### src/rtl/lock_pkg.sv
// Shared definitions for the combination lock: FSM states, the relock key and
// the status-display patterns.
package lock_pkg;

    typedef enum logic [1:0] {
        ST_ENTRY    = 2'd0,
        ST_UNLOCKED = 2'd1,
        ST_PROGRAM  = 2'd2,
        ST_LOCKOUT  = 2'd3
    } lock_state_t;

    // Relock digit is all-ones at whatever digit width the lock is built with.
    localparam logic [31:0] RELOCK_KEY    = 32'hFFFF_FFFF;

    localparam logic [7:0]  LED_OFF       = 8'h00;
    localparam logic [7:0]  LED_UNLOCKED  = 8'hFF;
    localparam logic [7:0]  LED_LOCKOUT   = 8'hAA;
    localparam logic [7:0]  LED_PROG_FLAG = 8'h80;

    function automatic logic [6:0] thermo(input int n);
        logic [6:0] t;
        for (int i = 0; i < 7; i++) t[i] = (i < n);
        return t;
    endfunction

endpackage

### src/rtl/lock_timer.sv
// Lockout down-counter: loads a fixed cycle count, decrements to zero and
// reports when it is at zero or about to reach it.
module lock_timer #(
    parameter int unsigned CYCLES = 16
) (
    input  logic clk,
    input  logic rst,
    input  logic load,
    input  logic dec,
    output logic zero,
    output logic last
);

    localparam int W = (CYCLES < 1) ? 1 : $clog2(CYCLES + 1);

    logic [W-1:0] count;

    // NOTE: sequential state is written with <= so every flop samples the
    // values from before the edge, independent of statement order.
    always_ff @(posedge clk or posedge rst) begin
        if (rst) begin
            count <= '0;
        end else if (load) begin
            count <= W'(CYCLES);
        end else if (dec && count != '0) begin
            count <= count - 1'b1;
        end
    end

    assign zero = (count == '0);
    assign last = (count == W'(1));

endmodule

### src/rtl/param_combination_lock.sv
// Parameterised keypad combination lock with sticky-error code entry,
// fail counting with timed lockout, and atomic in-field reprogramming.
module param_combination_lock
    import lock_pkg::*;
#(
    parameter int unsigned CODE_LEN    = 5,
    parameter int unsigned DIGIT_W     = 4,
    parameter int unsigned MAX_FAIL    = 3,
    parameter int unsigned LOCKOUT_CYC = 16,
    parameter logic [CODE_LEN*DIGIT_W-1:0] DEFAULT_CODE = 20'h02814
) (
    input  logic               Lock_CLK,
    input  logic               Lock_RST,
    input  logic [DIGIT_W-1:0] Key_IN,
    input  logic               Key_VALID,
    input  logic               Prog_EN,
    output logic [7:0]         LED_graph,
    output logic               Unlocked,
    output logic               Alarm
);

    localparam int CODE_W = CODE_LEN * DIGIT_W;
    localparam int IDX_W  = $clog2(CODE_LEN + 1);
    localparam int FAIL_W = $clog2(MAX_FAIL + 1);
    localparam logic [IDX_W-1:0]  LAST_IDX   = IDX_W'(CODE_LEN - 1);
    localparam logic [FAIL_W-1:0] FAIL_LIMIT = FAIL_W'(MAX_FAIL);

    lock_state_t        state_q, state_d;
    logic [IDX_W-1:0]   idx_q, idx_d;
    logic [IDX_W-1:0]   pcnt_q, pcnt_d;
    logic               err_q, err_d;
    logic [FAIL_W-1:0]  fail_q, fail_d;
    logic [CODE_W-1:0]  code_q, code_d;
    logic [CODE_W-1:0]  shadow_q, shadow_d;
    logic               key_block_q;
    logic [7:0]         led_d;

    logic               key_ok;
    logic [DIGIT_W-1:0] exp_digit;
    logic               mismatch;
    logic               tmr_load, tmr_dec, tmr_zero, tmr_last;

    lock_timer #(.CYCLES(LOCKOUT_CYC)) u_timer (
        .clk  (Lock_CLK),
        .rst  (Lock_RST),
        .load (tmr_load),
        .dec  (tmr_dec),
        .zero (tmr_zero),
        .last (tmr_last)
    );

    // A strobe on the first edge after reset release is dropped.
    assign key_ok    = Key_VALID && !key_block_q;
    assign exp_digit = code_q[DIGIT_W*(CODE_LEN-1-int'(idx_q)) +: DIGIT_W];
    assign mismatch  = (Key_IN != exp_digit);

    // NOTE: every signal driven here gets a default first, so no path can
    // leave one unassigned and infer a latch.
    always_comb begin
        state_d  = state_q;
        idx_d    = idx_q;
        err_d    = err_q;
        fail_d   = fail_q;
        code_d   = code_q;
        shadow_d = shadow_q;
        pcnt_d   = pcnt_q;
        tmr_load = 1'b0;
        tmr_dec  = 1'b0;

        unique case (state_q)
            ST_ENTRY: begin
                if (key_ok) begin
                    if (idx_q == LAST_IDX) begin
                        idx_d = '0;
                        err_d = 1'b0;
                        if (!(err_q || mismatch)) begin
                            state_d = ST_UNLOCKED;
                            fail_d  = '0;
                        end else if ({1'b0, fail_q} + 1'b1 >= {1'b0, FAIL_LIMIT}) begin
                            state_d  = ST_LOCKOUT;
                            fail_d   = FAIL_LIMIT;
                            tmr_load = 1'b1;
                        end else begin
                            fail_d = fail_q + 1'b1;
                        end
                    end else begin
                        idx_d = idx_q + 1'b1;
                        err_d = err_q || mismatch;
                    end
                end
            end

            ST_UNLOCKED: begin
                if (key_ok) begin
                    if (Prog_EN) begin
                        state_d  = ST_PROGRAM;
                        pcnt_d   = '0;
                        shadow_d = '0;
                    end else if (Key_IN == RELOCK_KEY[DIGIT_W-1:0]) begin
                        state_d = ST_ENTRY;
                        idx_d   = '0;
                        err_d   = 1'b0;
                    end
                end
            end

            ST_PROGRAM: begin
                if (!Prog_EN) begin
                    state_d  = ST_UNLOCKED;
                    shadow_d = '0;
                    pcnt_d   = '0;
                end else if (key_ok) begin
                    shadow_d[DIGIT_W*(CODE_LEN-1-int'(pcnt_q)) +: DIGIT_W] = Key_IN;
                    if (pcnt_q == LAST_IDX) begin
                        code_d  = shadow_d;
                        pcnt_d  = '0;
                        state_d = ST_ENTRY;
                        idx_d   = '0;
                        err_d   = 1'b0;
                    end else begin
                        pcnt_d = pcnt_q + 1'b1;
                    end
                end
            end

            ST_LOCKOUT: begin
                tmr_dec = 1'b1;
                if (tmr_last || tmr_zero) begin
                    state_d = ST_ENTRY;
                    fail_d  = '0;
                    idx_d   = '0;
                    err_d   = 1'b0;
                end
            end
        endcase
    end

    // Display is derived from the next state so it lands with the state change.
    always_comb begin
        led_d = LED_OFF;
        unique case (state_d)
            ST_ENTRY:    led_d = {1'b0, thermo(int'(idx_d))};
            ST_UNLOCKED: led_d = LED_UNLOCKED;
            ST_PROGRAM:  led_d = LED_PROG_FLAG | {1'b0, thermo(int'(pcnt_d))};
            ST_LOCKOUT:  led_d = LED_LOCKOUT;
        endcase
    end

    // NOTE: the stored code is a small register, not a RAM, so it is reset
    // like any other flop to restore the factory code.
    always_ff @(posedge Lock_CLK or posedge Lock_RST) begin
        if (Lock_RST) begin
            state_q     <= ST_ENTRY;
            idx_q       <= '0;
            err_q       <= 1'b0;
            fail_q      <= '0;
            code_q      <= DEFAULT_CODE;
            shadow_q    <= '0;
            pcnt_q      <= '0;
            key_block_q <= 1'b1;
            LED_graph   <= LED_OFF;
            Unlocked    <= 1'b0;
            Alarm       <= 1'b0;
        end else begin
            state_q     <= state_d;
            idx_q       <= idx_d;
            err_q       <= err_d;
            fail_q      <= fail_d;
            code_q      <= code_d;
            shadow_q    <= shadow_d;
            pcnt_q      <= pcnt_d;
            key_block_q <= 1'b0;
            LED_graph   <= led_d;
            Unlocked    <= (state_d == ST_UNLOCKED);
            Alarm       <= (state_d == ST_LOCKOUT);
        end
    end

endmodule

### config.mk
export PLATFORM = sky130hd
export DESIGN_NAME = param_combination_lock
export DESIGN_NICKNAME = d
export VERILOG_FILES = /design/src/rtl/lock_pkg.sv /design/src/rtl/lock_timer.sv /design/src/rtl/param_combination_lock.sv
export SDC_FILE = /design/constraint.sdc
export NUM_CORES = 1
export LEC_CHECK = 0
export BUFFER_PORTS_ARGS = -buffer_cell sky130_fd_sc_hd__clkbuf_2
export CORE_ASPECT_RATIO = 0.5
export CORE_UTILIZATION = 35
export DETAILED_ROUTE_END_ITERATION = 8
export SLEW_MARGIN = 20
export SYNTH_ARGS = -nofsm -noshare
export SYNTH_HDL_FRONTEND = slang
export SYNTH_SLANG_ARGS = --single-unit
export TNS_END_PERCENT = 50
### constraint.sdc
create_clock -name Lock_CLK -period 4.7 [get_ports Lock_CLK]
set_clock_uncertainty 0.2 [all_clocks]
set_input_delay 0.47 -clock Lock_CLK [delete_from_list [all_inputs] [get_ports Lock_CLK]]
set_output_delay 0.47 -clock Lock_CLK [all_outputs]
set_load 0.03 [all_outputs]
==> results of run 1 <==
==> synth_stat cells (all sizes together), types with 4 or more instances <==
cell type | count | area [sq um]
nor2 | 42 | 157.7
nor3 | 6 | 30.03
a22o | 22 | 192.7
o21ai | 20 | 107.6
clkbuf | 13 | 50.04
nand2 | 16 | 70.07
inv | 25 | 93.84
nor4 | 4 | 40.04
dfrtp | 62 | 1551
and3 | 5 | 31.28
dfstp | 5 | 131.4
buf | 7 | 41.28
o2bb2ai | 4 | 35.03
ha | 17 | 212.7
nand3 | 7 | 45.04
mux2i | 31 | 310.3
a21oi | 37 | 185.2
nor3b | 4 | 35.03
a22oi | 6 | 45.04
a32o | 4 | 40.04
==> registers in the layout, summed over array words and instances, names as in the netlist <==
name,count
err_q,1
Unlocked,1
pcnt_q,3
Alarm,1
fail_q,2
idx_q,3
LED_graph,8
shadow_q,20
state_q,2
code_q,20
u_timer.count,5
key_block_q,1
==> cells by family (layout without fill, tap and decap cells) <==
group	Yosys count	in the layout
fa+ha+maj	17	17
flops	67	67
mux	37	37
xor+xnor	4	4
other cells	1	1
compound gates	122	122
buf+inv	45	62
simple gates	106	106
==> critical path, delay by kind of cell (launching register included) <==
family	cells	cell delay, ns
adder cells (fa/ha/maj)	3	0.87
multiplexers	1	0.06
buffers and inverters	2	0.22
AO/OA/AOI/OAI	2	0.43
AND/OR/NAND/NOR	6	1.79
flip-flops	1	0.49
==> placed cells by master (no fill, tap or decap), drive strengths merged, types with 4 or more instances in the layout <==
cell type | Yosys | final
nand3 | 7 | 7
nor3 | 6 | 6
nand2 | 16 | 16
buf | 7 | 4
dfstp | 5 | 5
o21ai | 20 | 20
o2bb2ai | 4 | 4
inv | 25 | 24
mux2i | 31 | 31
a21oi | 37 | 37
nor4 | 4 | 4
a22oi | 6 | 6
and3 | 5 | 5
nor3b | 4 | 4
a32o | 4 | 4
clkbuf | 13 | 29
ha | 17 | 17
dfrtp | 62 | 62
nor2 | 42 | 42
a22o | 22 | 22
==> cell type report <==
cell class	count	area [sq um]	share of cell area
Multi-Input combinational cell	287	2141	0.4711
Sequential cell	67	1683	0.3703
Clock buffer	12	256.5	0.05644
Tap cell	145	181.4	0.03992
Timing Repair Buffer	21	115.1	0.02533
Inverter	25	95.09	0.02093
Clock inverter	4	72.57	0.01597
==> worst paths after layout <==
check	end	slack, ns	depth (start not counted)
worst max-delay path	shadow_q[19]	0.54	14
worst min-delay path	pcnt_q[1]	0.04	2
worst max register to register	shadow_q[19]	0.54	14
worst min register to register	shadow_q[4]	0.29	1
max in group asynchronous	code_q[2]	3.44	3
min in group Lock_CLK	shadow_q[4]	0.29	1
==> through the flow <==
stage               std cells  utilization  hold slack [ns]  cell area, sq um  worst slack, ns
floorplan                 399            -           0.2651              4006           0.9265
detailed placement        545       0.3803           0.2815              4214           0.5357
global placement          545       0.3803           0.2773              4214           0.6438
global route              561       0.4101           0.1250              4544           0.2107
CTS                       561       0.4100           0.1971              4543           0.5201
finish                    561       0.4101          0.03505              4544           0.5391
==> routing by layer <==
metal	track usage	vias to the layer above	part of all wire
met4	0.06970	0	0.020
met5	0	-	0
met1	0.2252	1524	0.48
li1	-	1497	-
met3	0.04413	19	0.045
met2	0.2717	77	0.46
==> power breakdown <==
part | switching, mW | internal, mW | leakage (nW) | total (mW)
Clock | 0.254 | 0.492 | 0.159 | 0.746
Combinational | 0.700 | 0.402 | 0.978 | 1.10
Sequential | 0.0834 | 0.691 | 0.880 | 0.774
==> reports/results.txt, run 1 <==
Share of post-route cells with drive strength above 1 - 0.1538
FFs w/ async S/R, synth - 1.000
WL per Instance - 16.50 um
Crit start category - register
Status - finished clean
GRT Util Overall - 0.1720
Post-CTS Setup Bufs - 0
Grt total ovfl - 0
CTS H-Tree Depth - 3
Synth Flop Type - dfrtp_1
XOR/XNOR share of the synthesized area - 0.008745
# setup viols final - 0
Hold Fails Final Rpt - 0
Worst EP arrival - 4.19 ns
CTS Root Cell - clkbuf_16
Core ar. - 11080 sq um
# diodes - 0
Row cnt - 27
Final nets - 436
Worst Setup SP - pcnt_q[0]
WS Path Type - reg2reg
Synth Warn # - 0
CTS resizes - 0
Clock Path Buffers - 2
Post-synthesis mux area share - 0.1046
Crit Reg-Reg Startpoint - pcnt_q[0]
Max incr delay on CP - 0.49 ns
Worst min path class - in2async
Worst-margin pin slew - 0.8196 ns
Horiz. Die Dim - 153.3 um
Worst-Skew Late Latency - 0.34 ns
Fillers - 1083
Mapped cell area - 4006 sq um
CP max stage cell - dfrtp_1
Critical Path RT - 4.73 ns
Final Max Tran Viols - 0
Sink Count - 67
Worst relative slew slack - 0.4536
Final WL - 9259 um
PD cells - 576.9 nW/um^2
Pin count of the biggest net entering global routing - 46
TritonCTS clock tree - built
First-pass GRT wire length - 15930 um
Total number of vias - 3117
Pwr Total - 2.622 mW
Die area - 11900 sq um
Crit-path most repeated cell - ha_1
Final setup TNS - 0 ns
P_leak - 2.017 nW
Post-Syn Nets - 424
Number of global-route vias before repair - 3073
Maxcap violations - 0
Starting density of the core - 0.3616
Num ports - 18
Final ANT Viol Nets - 0
HPWL after detailed placement - 6324 um
Drt via density - 5.556
Post-synth EDFFs - 0
Cells after Synth - 399
Tmin final - 4.161 ns
CP Cell Sequence - inv_1, ha_1, ha_1, or3_1, inv_1, nand2_1, ha_1, and4bb_2, mux2i_1, or3_4, nor4_4, and2_0, o21ai_1, a22o_1
Syn_area_per_cell - 10.04 sq um
Unrepaired setup endpoints after global routing - false
Netlist cell types - 71
Initial antenna violation count - 0
Worst Setup End Kind - register
Die Ht - 77.66 um
Synth Area in Compound Gates - 0.2199
First-pass DRT Iterations - 5
Clk pin slew, worst setup/hold paths - 0.05 ns
IO buf count - 17
DRC - 0
1st-iter DRT viols - 199
Largest family of logic cells by synthesized area - compound AO/OA/AOI/OAI gates
Flops & latches, synth - 67
Max Clock Freq - 240.3 MHz
Period utilisation layout - 0.8853
Post-synthesis sequential area ratio - 0.4200
Cts hold-fix bufs - 0
Crit Path Max Fanout - 7
VDD IR max - 0.2212 mV
Synth Area in Adders - 0.05309
Post-Synth Simple-Gate Area - 0.1465
GPL Wtd Cong - 0.8251
Total CTS buffers - 9
Synth-to-layout area growth - 13.43%
Note: power is estimated with default switching activity, not from simulation.
==> inputs of run 2 (changes only) <==
Settings changed: BUFFER_PORTS_ARGS -buffer_cell sky130_fd_sc_hd__clkbuf_2 to default, CORE_UTILIZATION 35 to 64, DONT_BUFFER_PORTS from default to 1, PLACE_DENSITY from default to 0.8.
==> run 2 against run 1 <==
Against the previous run: critical path type unchanged; final cell count shrank 14%; non-clock buffer count shrank 17; sequential power grew 11%; largest cell class unchanged; maximum frequency shrank 2.6%; hold slack gained 0.027 ns; utilization grew 34 points; sequential share of layout area grew 1.8 points; largest power group unchanged; design area shrank 4.6%; sequential cell count is the same; register-to-register slack lost 0.11 ns; total power shrank 5.1%; highest routed layer unchanged; routed wire length shrank 0.41%.
==> reports/results.txt, run 2 (synthesis results as in run 1) <==
CTS H-Tree Depth - 3 (unchanged)
Crit start category - register
TritonCTS clock tree - built
Crit Reg-Reg Startpoint - pcnt_q[0]
Worst relative slew slack - 0.4538 (about the same)
Period utilisation layout - 0.9088 (+0.02351)
Clock Path Buffers - 2 (unchanged)
Num ports - 18 (unchanged)
Commonest non-fill, non-tap cell in the layout - dfrtp_1
Final Max Tran Viols - 0 (unchanged)
Share of post-route cells with drive strength above 1 - 0.1178 (-0.03605)
IO buf count - 0 (-17)
Pre-CTS setup slack - 0.4879 ns (-0.04783 ns)
Max incr delay on CP - 0.48 ns (about the same)
Row cnt - 19 (-30%)
Maxcap violations - 0 (unchanged)
Worst min path class - in2async
Tmin final - 4.271 ns (+0.1105 ns)
DRC - 0 (unchanged)
Largest regs - code_q x20, shadow_q x20, LED_graph x8
CP max stage cell - dfrtp_1
Total CTS buffers - 9 (unchanged)
# diodes - 0 (unchanged)
Critical Path RT - 4.72 ns (about the same)
Final nets - 419 (-3.9%)
Status - finished clean
Worst Setup Slack, final - 0.4286 ns (-0.1105 ns)
CP Cell Sequence - inv_1, ha_1, ha_1, or3_1, inv_1, nand2_1, ha_1, and4bb_2, mux2i_1, or3_4, nor4_4, and2_0, o21ai_1, a22o_1
Final ANT Viol Nets - 0 (unchanged)
P_leak - 1.921 nW (-4.7%)
Met1 wire length - 4213 um (-4.5%)
1st-iter DRT viols - 253 (+27%)
Synth-to-layout area growth - 8.182%
Initial antenna violation count - 0 (unchanged)
Max Clock Freq - 234.1 MHz (-2.6%)
Cts hold-fix bufs - 0 (unchanged)
Starting density of the core - 0.6964 (+0.3348)
Pin count of the biggest net entering global routing - 68 (+48%)
Placed inst area - 4053 sq um (-3.8%)
Clk pin slew, worst setup/hold paths - 0.06 ns (about the same)
Final Cell Area - 4334 sq um (-4.6%)
Crit Path Max Fanout - 7 (unchanged)
Sum of buffers and inverters on the critical path - 2 (unchanged)
VDD IR max - 0.3322 mV (+50%)
Grt total ovfl - 0 (unchanged)
Crit path depth - 14 (unchanged)
WL met3 - 492 um (+17%)
WL per Instance - 19.09 um (+16%)
Delay-heaviest family, CP - simple AND/OR/NAND/NOR gates
First-pass DRT Iterations - 5 (unchanged)
Crit-path most repeated cell - ha_1
Worst-Skew Late Latency - 0.33 ns (about the same)
CTS resizes - 0 (unchanged)
Sink Count - 67 (unchanged)
Number of global-route vias before repair - 3056 (-0.55%)
HPWL after detailed placement - 6461 um (+2.2%)
First-pass GRT wire length - 15350 um (-3.7%)
Worst Setup End Kind - register
Die area - 6599 sq um (-45%)
Max Used Layer - met4
Final WL - 9221 um (-0.41%)
PD cells - 573.7 nW/um^2 (-0.54%)
GRT Util Overall - 0.3145 (+0.1425)
Drt via density - 6.567 (+18%)
Horiz. Die Dim - 113.9 um (-26%)
Core ar. - 5753 sq um (-48%)
WS Path Type - reg2reg
# setup viols final - 0 (unchanged)
Most frequent cells in the layout - dfrtp_1 (62), nor2_1 (41), a21oi_1 (37)
R2R depth - 14 (unchanged)
CTS Root Cell - clkbuf_16
GPL Wtd Cong - 0.8808 (+6.8%)
Die Ht - 57.95 um (-25%)
Routed wl met2 - 4391 um (+3.7%)
Unrepaired setup endpoints after global routing - false
Worst-margin pin slew - 0.8193 ns (-0.0002998 ns)
Worst EP arrival - 4.29 ns (+0.10 ns)
Final setup TNS - 0 ns (unchanged)
Post-CTS Setup Bufs - 0 (unchanged)
Worst Setup SP - pcnt_q[0]
Total number of vias - 3172 (+1.8%)
Hold Fails Final Rpt - 0 (unchanged)
Final Util - 0.7534 (+0.3433)
-- run 2: cell count changes in the layout (fill, tap and decap cells not counted), sizes merged --
| cell | change |
|---|---|
| bufinv | -2 |
| clkbuf | -17 |
| clkinvlp | +1 |
| inv | +1 |
-- run 2: metrics by stage --
step	power [mW]	hold slack [ns]	std cells
global route	2.643	0.06503	483
finish	2.487	0.06166	483
CTS	2.473	0.07023	483
global placement	1.777	0.2761	467
detailed placement	1.828	0.2810	467
floorplan	1.648	0.2651	399
-- run 2: worst reg2reg max path, cell delays in order (launching register included) --
cell and delay, ns:
dfrtp_1 0.48, inv_1 0.13, ha_1 0.26, ha_1 0.34
or3_1 0.35, inv_1 0.09, nand2_1 0.06, ha_1 0.31
and4bb_2 0.32, mux2i_1 0.07, or3_4 0.39, nor4_4 0.31
and2_0 0.41, o21ai_1 0.20, a22o_1 0.24
-- run 2: area by class of cell --
type / count / area, sq um
timing repair buffer: 4 / 30.03
multi-input combinational: 287 / 2141
fill: 401 / 1419
tap: 84 / 105.1
inverter: 25 / 93.84
sequential: 67 / 1683
clock buffer: 12 / 256.5
clock inverter: 4 / 25.02
-- run 2: final timing paths --
path | to | slack [ns]
setup / recovery | shadow_q[18] | 0.43
hold / removal | LED_graph[2] | 0.06
setup reg to reg | shadow_q[18] | 0.43
hold reg to reg | shadow_q[7] | 0.29
max in group asynchronous | shadow_q[3] | 3.70
min in group Lock_CLK | shadow_q[11] | 0.08
-- run 2: where the power goes --
| group | leakage (nW) | internal, mW | switching [mW] | total (mW) |
|---|---|---|---|---|
| Sequential | 0.880 | 0.691 | 0.172 | 0.863 |
| Clock | 0.135 | 0.384 | 0.245 | 0.629 |
| Combinational | 0.907 | 0.376 | 0.620 | 0.995 |
-- run 2: layer usage --
layer / GRT usage / vias up
met5: 0 / -
met4: 0.1002 / 0
met3: 0.09414 / 13
met2: 0.5287 / 114
met1: 0.3989 / 1581
li1: - / 1464
